<file path="config.mk">
export PLATFORM = sky130hd
export DESIGN_NAME = sync_down_counter
export DESIGN_NICKNAME = d
export VERILOG_FILES = /design/src/rtl/sync_down_counter_pkg.sv /design/src/rtl/down_count_cell.sv /design/src/rtl/sync_down_counter.sv
export SDC_FILE = /design/constraint.sdc
export NUM_CORES = 1
export LEC_CHECK = 0
export ABC_AREA = 1
export ABC_CLOCK_PERIOD_IN_PS = 2610
export CORE_MARGIN = 5
export CORE_UTILIZATION = 49
export CTS_BUF_LIST = sky130_fd_sc_hd__clkbuf_8
export CTS_CLUSTER_SIZE = 40
export DETAILED_ROUTE_END_ITERATION = 16
export GPL_ROUTABILITY_DRIVEN = 0
export PLACE_DENSITY_LB_ADDON = 0.12
export SKIP_CTS_REPAIR_TIMING = 1
export SYNTH_ARGS = -nofsm -noshare
export SYNTH_HDL_FRONTEND = slang
export SYNTH_HIERARCHICAL = 1
export SYNTH_SLANG_ARGS = --single-unit
</file>
<file path="constraint.sdc">
create_clock -name Clk -period 2.61 [get_ports Clk]
set_input_delay 0.522 -clock Clk [delete_from_list [all_inputs] [get_ports Clk]]
set_output_delay 0.522 -clock Clk [all_outputs]
set_load 0.02 [all_outputs]
</file>
<file path="src/rtl/sync_down_counter_pkg.sv">
// Shared definitions for the synchronous down-counter: FSM state encoding and mode constants.
package sync_down_counter_pkg;

    typedef enum logic [1:0] {
        IDLE = 2'b00,
        RUN  = 2'b01,
        DONE = 2'b10
    } state_t;

    localparam logic MODE_ONESHOT  = 1'b0;
    localparam logic MODE_PERIODIC = 1'b1;

endpackage

</file>
<file path="src/rtl/down_count_cell.sv">
// One synchronous bit slice of the down-counter: loads, or toggles when every lower bit is zero.
module down_count_cell (
    input  logic clk,
    input  logic rst,
    input  logic en,
    input  logic borrow_in,
    input  logic load,
    input  logic load_bit,
    output logic q,
    output logic borrow_out
);

    // NOTE: sequential state uses non-blocking assignments so all slices update together.
    always_ff @(posedge clk or posedge rst) begin
        if (rst) begin
            q <= 1'b0;
        end else if (load) begin
            q <= load_bit;
        end else if (en && borrow_in) begin
            q <= ~q;
        end
    end

    // Borrow ripples only while this and all lower bits are zero.
    assign borrow_out = borrow_in & ~q;

endmodule

</file>
<file path="src/rtl/sync_down_counter.sv">
// Loadable synchronous down-counter with one-shot / periodic modes and a registered terminal-count pulse.
module sync_down_counter
    import sync_down_counter_pkg::*;
#(
    parameter int WIDTH = 4
) (
    input  logic             Clk,
    input  logic             Reset,
    input  logic             En,
    input  logic             Load,
    input  logic [WIDTH-1:0] Load_Val,
    input  logic             Mode,
    output logic [WIDTH-1:0] Q,
    output logic             Zero,
    output logic             Tc_Pulse,
    output logic             Busy
);

    state_t           state;
    state_t           next_state;
    logic [WIDTH-1:0] reload;
    logic [WIDTH-1:0] load_bits;
    logic [WIDTH:0]   borrow;
    logic             q_is_one;
    logic             count_en;
    logic             reload_now;
    logic             cell_load;
    logic             tc_next;

    // The borrow chain is seeded with 1, so its far end doubles as the Q == 0 decode.
    assign borrow[0] = 1'b1;
    assign Zero      = borrow[WIDTH];
    assign q_is_one  = (Q == WIDTH'(1));
    assign cell_load = Load | reload_now;
    assign load_bits = Load ? Load_Val : reload;
    assign Busy      = (state == RUN);

    for (genvar i = 0; i < WIDTH; i++) begin : g_cell
        down_count_cell u_cell (
            .clk        (Clk),
            .rst        (Reset),
            .en         (count_en),
            .borrow_in  (borrow[i]),
            .load       (cell_load),
            .load_bit   (load_bits[i]),
            .q          (Q[i]),
            .borrow_out (borrow[i+1])
        );
    end

    always_comb begin
        // NOTE: every output of this block gets a default first, so no latch is inferred.
        next_state = state;
        count_en   = 1'b0;
        reload_now = 1'b0;
        tc_next    = 1'b0;
        if (Load) begin
            next_state = (Load_Val != '0) ? RUN : DONE;
        end else begin
            case (state)
                RUN: begin
                    if (En) begin
                        if (Zero) begin
                            if (Mode == MODE_PERIODIC) reload_now = 1'b1;
                            else                       next_state = DONE;
                        end else begin
                            count_en = 1'b1;
                            if (q_is_one) begin
                                tc_next = 1'b1;
                                if (Mode == MODE_ONESHOT) next_state = DONE;
                            end
                        end
                    end
                end
                default: ;
            endcase
        end
    end

    always_ff @(posedge Clk or posedge Reset) begin
        if (Reset) begin
            state    <= IDLE;
            reload   <= '0;
            Tc_Pulse <= 1'b0;
        end else begin
            state    <= next_state;
            Tc_Pulse <= tc_next;
            if (Load) reload <= Load_Val;
        end
    end

endmodule

</file>
==> results of run 1 <==
how the worst max path moves through the flow:
stage	startpoint	endpoint	slack, ns
after floorplan	g_cell[0].u_cell/q	g_cell[1].u_cell/q	0.15
after global routing	g_cell[0].u_cell/q	g_cell[0].u_cell/q	0.09
after CTS	g_cell[0].u_cell/q	g_cell[0].u_cell/q	0.06
after global placement	g_cell[0].u_cell/q	g_cell[1].u_cell/q	0.20
final	g_cell[0].u_cell/q	g_cell[3].u_cell/q	0.42
after detailed placement	g_cell[0].u_cell/q	g_cell[0].u_cell/q	0.1
cell usage after synthesis:
cell type and instances:
sky130_fd_sc_hd__nand3_2 4, sky130_fd_sc_hd__nand3_1 5, sky130_fd_sc_hd__nand2_2 1, sky130_fd_sc_hd__inv_2 1, sky130_fd_sc_hd__nand2_1 36, sky130_fd_sc_hd__o21ai_0 1, sky130_fd_sc_hd__inv_1 21, sky130_fd_sc_hd__dfrtp_1 11
sky130_fd_sc_hd__conb_1 1, sky130_fd_sc_hd__nor3_2 1, sky130_fd_sc_hd__nor2_4 1, sky130_fd_sc_hd__nor2_1 15
layer usage:
layer  vias to the layer above  GRT usage [%]  share of wire, %
li1                        324              -                 -
met1                       272           17.5                43
met2                        11           25.0                49
met3                         4           3.91               4.6
met4                         0           9.66               2.8
met5                         -              0                 0
sequential cells by signal, indices dropped and copies added (netlist names):
register	cells
reload	4
g_cell.u_cell/q	4
state	2
Tc_Pulse	1
area by class of cell:
cell class / instances / area, um^2 / share of cell area, %
clock buffers: 3 / 41.3 / 4.74
clock inverters: 1 / 3.75 / 0.431
inverters: 22 / 82.6 / 9.48
multi-input cells: 66 / 297 / 34.1
flip-flops and latches: 11 / 275 / 31.6
well taps: 15 / 18.8 / 2.16
repair buffers: 15 / 153 / 17.5
critical path: cells and delay by family (launching register included):
| kind | cells | cell delay, ns |
|---|---|---|
| AOI/OAI and AO/OA | 1 | 0.61 |
| DFF | 1 | 0.42 |
| and+or+nand+nor | 7 | 0.80 |
| buffers and inverters | 4 | 0.24 |
cell families (layout without fill, tap and decap cells):
group           Yosys count  in the layout  synth area share (%)
flops                    11             11                  42.3
compound gates            1              1                 0.768
other cells               1              2                 0.576
simple gates             63             63                  43.7
buf+inv                  22             41                  12.7
where the power goes:
part	switching, mW	internal (mW)
registers	0.0181	0.190
clock network	0.0620	0.103
logic	0.0762	0.0596
per-stage QoR:
stage | hold WS [ns] | instance area (um^2)
floorplan | 0.251 | 654
global placement | 0.458 | 823
detailed placement | 0.473 | 823
CTS | 0.489 | 868
global route | 0.515 | 871
finish | 0.485 | 871
==> key figures, run 1 <==
Outcome
  – Outcome: completed

Hold path
  – Hold path start: reload[1]
  – Hold path cells: 2
  – Kind of path behind the tightest hold check: register to register
  – Capture endpoint of the worst hold path: reload[1]

Setup path
  – Required time of the worst setup path: 2.73 ns
  – Reg-to-reg setup timing slack: 0.42 ns
  – Setup Crit Path Kind: register to register
  – Longest individual stage delay on the worst path: 0.61 ns
  – Worst-path cell chain: nor2_1 > inv_1 > nor2_1 > inv_1 > nor2_1 > inv_1 > nor2_1 > nand2_1 > o21ai_1 > inv_1 > nand3_1 > nand3_2
  – Data arrival at the endpoint of the critical path: 2.31 ns
  – Slowest stage cell, crit path: sky130_fd_sc_hd__o21ai_1
  – Element type at the critical path start: register
  – Max Fanout on Critical Path: 12
  – Crit Reg-Reg Startpoint: g_cell[0].u_cell/q
  – Worst setup EP type: register
  – Length in cells of the worst reg-to-reg path: 12
  – Worst reg2reg endpoint: g_cell[3].u_cell/q

Power and ir drop
  – Total leakage power: 0.534 nW
  – Total Power: 0.509 mW
  – Power density over the cells: 585 nW/um^2
  – Worst voltage drop across the vdd grid: 0.414 mV

Finish
  – Filler cell count in the final layout: 113
  – Number of nets at the end of the flow: 128
  – Fraction of final layout cells with drive strength greater than 1: 9.32%
  – Antenna Cells: 0
  – Post-Layout Cell Count: 133
  – Leading cell type in the layout, fill and taps excluded: sky130_fd_sc_hd__nand2_1
  – Layout overhead on the synthesized area: 33.8%
  – Final core utilization: 67.8%
  – Most used cells in the layout excluding fill and tap cells: sky130_fd_sc_hd__nand2_1 (36), sky130_fd_sc_hd__inv_1 (22), sky130_fd_sc_hd__nor2_1 (15)

Floorplanning
  – Total number of placement rows: 13
  – Starting density of the core: 50.6%
  – Vertical extent of the die: 46.4 um
  – Area of the core region: 1280 um^2
  – Die boundary width: 46.4 um
  – Die area: 2160 um^2
  – I/O pin cnt: 16

Detailed routing
  – Via count: 611
  – Via count normalized by instance count: 4.59
  – Antenna-violating nets left: 0
  – Drt first pass iters: 4
  – Iteration-0 DRC count of the detailed router: 6
  – Routed WL: 1420 um
  – Mean routed wirelength per cell: 10.7 um
  – DRC viols: 0

Timing
  – Final hold violation count: 0
  – RSZ-0062 raised after global routing: false
  – Number of setup violations in the final report: 0
  – Fmax: 457 MHz
  – Share of the clock period used by the worst path after layout: 83.8%
  – Final number of max-transition violations: 0
  – Slew at the pin closest to its max-slew limit: 0.751 ns
  – Final worst path period need: 2.19 ns
  – Least setup slack across all paths after layout: 0.422 ns
  – Slew headroom: 49.6%
  – Max Clock Skew: 0.00847 ns
  – Total Negative Setup Slacks: 0 ns

Clock tree
  – Clock latency of the later-clocked register in the worst-skew pair: 0.24 ns
  – CTS tree: yes
  – Count of H-tree levels built during CTS: 1
  – Register clock-pin slew on the reported worst setup and hold paths: 0.05 ns
  – Number of buffers added by the clock tree synthesis step: 3
  – Bufs on Longest Clock Path: 2
  – Number of sinks driven by the clock tree: 11
  – Clock root cell: sky130_fd_sc_hd__clkbuf_8

GRT
  – Initial antenna violation count: 0
  – Total GRT Usage: 15.3%
  – Global-route wire length before repair: 2330 um
  – Number of global-route vias before repair: 574
  – GRT overflow: 0
  – Largest net degree at the start of global routing: 13

Place
  – Post-placement worst setup slack: 0.0999 ns
  – Estimated wirelength of the detail-placed design: 1200 um
  – Number of buffer cells added on primary ports: 15
  – Placed Instances: 129

Logic synthesis
  – Synth top area cells: sky130_fd_sc_hd__dfrtp_1 (42%), sky130_fd_sc_hd__nand2_1 (21%), sky130_fd_sc_hd__inv_1 (12%)
  – Sequential element share of the synthesized area: 42.3%
  – Total of warnings raised by yosys: 6
  – Number of distinct library cells after synthesis: 12
  – Area leader, netlist: sky130_fd_sc_hd__dfrtp_1
  – Number of synthesized register bits: 11
  – Yosys top cell area share: 42.3%
  – Count of mapped cells out of synthesis: 98
  – Average footprint of a synthesized cell: 6.64 um^2
  – Total standard cell area after synthesis: 651 um^2

Flow run
  – Maximum capacitance violations: 0
No activity file was read; power rests on OpenSTA's default activity.
==> run 2, diff against run 1 <==
--- a/config.mk
+++ b/config.mk
@@ -6,7 +6,7 @@
 export NUM_CORES = 1
 export LEC_CHECK = 0
 export ABC_AREA = 1
-export ABC_CLOCK_PERIOD_IN_PS = 2610
+export ABC_CLOCK_PERIOD_IN_PS = 2100
 export CORE_MARGIN = 5
 export CORE_UTILIZATION = 49
 export CTS_BUF_LIST = sky130_fd_sc_hd__clkbuf_8
==> constraint.sdc (replaced) <==
create_clock -name Clk -period 2.1 [get_ports Clk]
set_input_delay 0.42 -clock Clk [delete_from_list [all_inputs] [get_ports Clk]]
set_output_delay 0.42 -clock Clk [all_outputs]
set_load 0.02 [all_outputs]
==> run 2 against run 1 <==
Critical path depth shrank 4. Via count grew 3.4%. Largest power group unchanged. Worst hold slack lost 0.019 ns. Critical path type is now register to output port. Final cell count grew 1.5%. Largest cell class unchanged. Sequential share of layout area shrank 0.49 points. Power grew 27%.
==> key figures, run 2 (synthesis gave the netlist of run 1 again) <==
Outcome
  – Outcome: completed

Power and ir drop
  – Worst voltage drop across the vdd grid: 0.666 mV (+61%)
  – Total Power: 0.645 mW (+27%)
  – Clock network fraction of design power: 32.2% (-0.2 points)
  – Net Sw Power: 0.203 mW (+30%)
  – Cell Int Power: 0.443 mW (+25%)
  – Portion of total power attributed to sequential cells: 39.8% (-1.1 points)
  – Combinational Power Share: 28.0% (+1.3 points)
  – Total leakage power: 0.529 nW (-0.92%)
  – Power density over the cells: 730 nW/um^2 (+25%)
  – Switching share of power: 31.4% (+0.71 points)

Clock tree
  – Count of H-tree levels built during CTS: 1 (unchanged)
  – Register clock-pin slew on the reported worst setup and hold paths: 0.05 ns (about the same)
  – Clock root cell: sky130_fd_sc_hd__clkbuf_8
  – CTS tree: yes
  – Bufs on Longest Clock Path: 2 (unchanged)
  – Clock latency of the later-clocked register in the worst-skew pair: 0.24 ns (about the same)
  – Number of buffers added by the clock tree synthesis step: 3 (unchanged)
  – Number of sinks driven by the clock tree: 11 (unchanged)

Setup path
  – Data arrival at the endpoint of the critical path: 1.48 ns (-0.83 ns)
  – Max Fanout on Critical Path: 3 (-9)
  – Worst setup EP type: output port
  – Element type at the critical path start: register
  – Slowest stage cell, crit path: sky130_fd_sc_hd__dfrtp_1
  – Worst-path cell chain: nor2_1 > inv_1 > nor2_1 > inv_1 > nor2_1 > inv_1 > nor2_2 > clkbuf_2
  – Required time of the worst setup path: 1.68 ns (-1.05 ns)
  – Longest individual stage delay on the worst path: 0.38 ns (-0.23 ns)
  – Setup Crit Path Kind: register to output port

Timing
  – Total Negative Setup Slacks: 0 ns (unchanged)
  – Final hold violation count: 0 (unchanged)
  – Least setup slack across all paths after layout: 0.204 ns (-0.218 ns)
  – Number of setup violations in the final report: 0 (unchanged)
  – RSZ-0062 raised after global routing: false
  – Fmax: 527 MHz
  – Max Clock Skew: 0.00554 ns (-0.00293 ns)
  – Share of the clock period used by the worst path after layout: 90.3%
  – Final number of max-transition violations: 0 (unchanged)
  – Final worst path period need: 1.90 ns

GRT
  – Largest net degree at the start of global routing: 13 (unchanged)
  – Total GRT Usage: 18.0% (+2.7 points)
  – Number of global-route vias before repair: 679 (+18%)
  – GRT overflow: 0 (unchanged)
  – Global-route wire length before repair: 2690 um (+15%)
  – Initial antenna violation count: 0 (unchanged)

Detailed routing
  – Via count: 632 (+3.4%)
  – Drt first pass iters: 4 (unchanged)
  – Antenna-violating nets left: 0 (unchanged)
  – Routed WL: 1560 um (+10%)
  – DRC viols: 0 (unchanged)
  – Mean routed wirelength per cell: 11.5 um (+8.4%)
  – Iteration-0 DRC count of the detailed router: 12 (+6)
  – Via count normalized by instance count: 4.68 (+1.9%)

Finish
  – Layout overhead on the synthesized area: 36.0%
  – Leading cell type in the layout, fill and taps excluded: sky130_fd_sc_hd__nand2_1
  – Filler cell count in the final layout: 114 (+0.88%)
  – Area of the multi-input gates: 303 um^2 (+2.1%)
  – Fraction of final layout cells with drive strength greater than 1: 13.3% (+4.0 points)
  – Most used cells in the layout excluding fill and tap cells: sky130_fd_sc_hd__nand2_1 (36), sky130_fd_sc_hd__inv_1 (22), sky130_fd_sc_hd__nor2_1 (14), sky130_fd_sc_hd__clkdlybuf4s50_1 (14), sky130_fd_sc_hd__dfrtp_1 (11)
  – Number of nets at the end of the flow: 130 (+1.6%)
  – Top flop regs: g_cell.u_cell/q (4), reload (4), state (2)
  – Sequential cell area: 275 um^2 (unchanged)
  – Antenna Cells: 0 (unchanged)
  – Post-Layout Cell Count: 135 (+1.5%)

Place
  – Post-placement worst setup slack: 0.0240 ns (-0.0759 ns)
  – Placed Instances: 131 (+1.6%)
  – Number of buffer cells added on primary ports: 15 (unchanged)
  – Estimated wirelength of the detail-placed design: 1220 um (+1.7%)

Floorplanning
  – Starting density of the core: 50.6% (unchanged)
  – I/O pin cnt: 16 (unchanged)
  – Vertical extent of the die: 46.4 um (unchanged)
  – Area of the core region: 1280 um^2 (unchanged)
  – Die area: 2160 um^2 (unchanged)
  – Die boundary width: 46.4 um (unchanged)
  – Total number of placement rows: 13 (unchanged)

Flow run
  – Maximum capacitance violations: 0 (unchanged)

Hold path
  – Kind of path behind the tightest hold check: input port to async pin
run 2: changes by cell type in the layout (fill, tap and decap cells not counted), sizes merged:
cell	previous run	this run
buf	0	2
clkbuf	3	4
dlymetal6s2s	1	0
run 2: final cells by class:
| type | instances | share of cell area [%] |
|---|---|---|
| Timing Repair Buffer | 17 | 18.1 |
| Inverter | 22 | 9.34 |
| Clock inverter | 1 | 0.424 |
| Tap cell | 15 | 2.12 |
| Clock buffer | 3 | 4.67 |
| Multi-Input combinational cell | 66 | 34.2 |
| Sequential cell | 11 | 31.1 |
run 2: path summary, 6_finish.rpt:
check	start	to	slack, ns	cells past startpoint
worst max-delay path	g_cell[0].u_cell/q	Zero	0.20	8
worst min-delay path	Reset	g_cell[2].u_cell/q	0.47	2
worst max register to register	g_cell[0].u_cell/q	g_cell[3].u_cell/q	0.31	13
worst min register to register	reload[2]	reload[2]	0.47	2
max in group asynchronous	Reset	reload[2]	1.29	2
min in group Clk	reload[2]	reload[2]	0.47	2
run 2: power groups by stage:
stage,clock [mW],sequential [mW],combinational (mW)
6_report,0.208,0.257,0.181
5_1_grt,0.224,0.259,0.202
4_1_cts,0.213,0.256,0.184
3_5_place_dp,0,0.259,0.182
3_3_place_gp,0,0.258,0.176
2_1_floorplan,0,0.272,0.0894
run 2: routing by layer:
metal	part of all wire, %	global-route usage [%]	vias up
li1	-	-	325
met1	40	19.5	275
met2	50	31.3	24
met3	6.0	4.30	8
met4	3.8	10.2	0
met5	0	0	-
run 2: metrics by stage:
step | cell area, um^2 | util, % | hold WS, ns
after global routing | 885 | 68.8 | 0.489
after global placement | 845 | 65.7 | 0.453
after detailed placement | 845 | 65.7 | 0.457
after CTS | 890 | 69.2 | 0.457
final | 885 | 68.8 | 0.466
after floorplan | 661 | - | 0.149
run 2: critical path, delay by kind of cell, from the launching register on:
| kind | cells | cell delay (ns) |
|---|---|---|
| flip-flops | 1 | 0.38 |
| AND/OR/NAND/NOR | 4 | 0.51 |
| buffers and inverters | 4 | 0.36 |
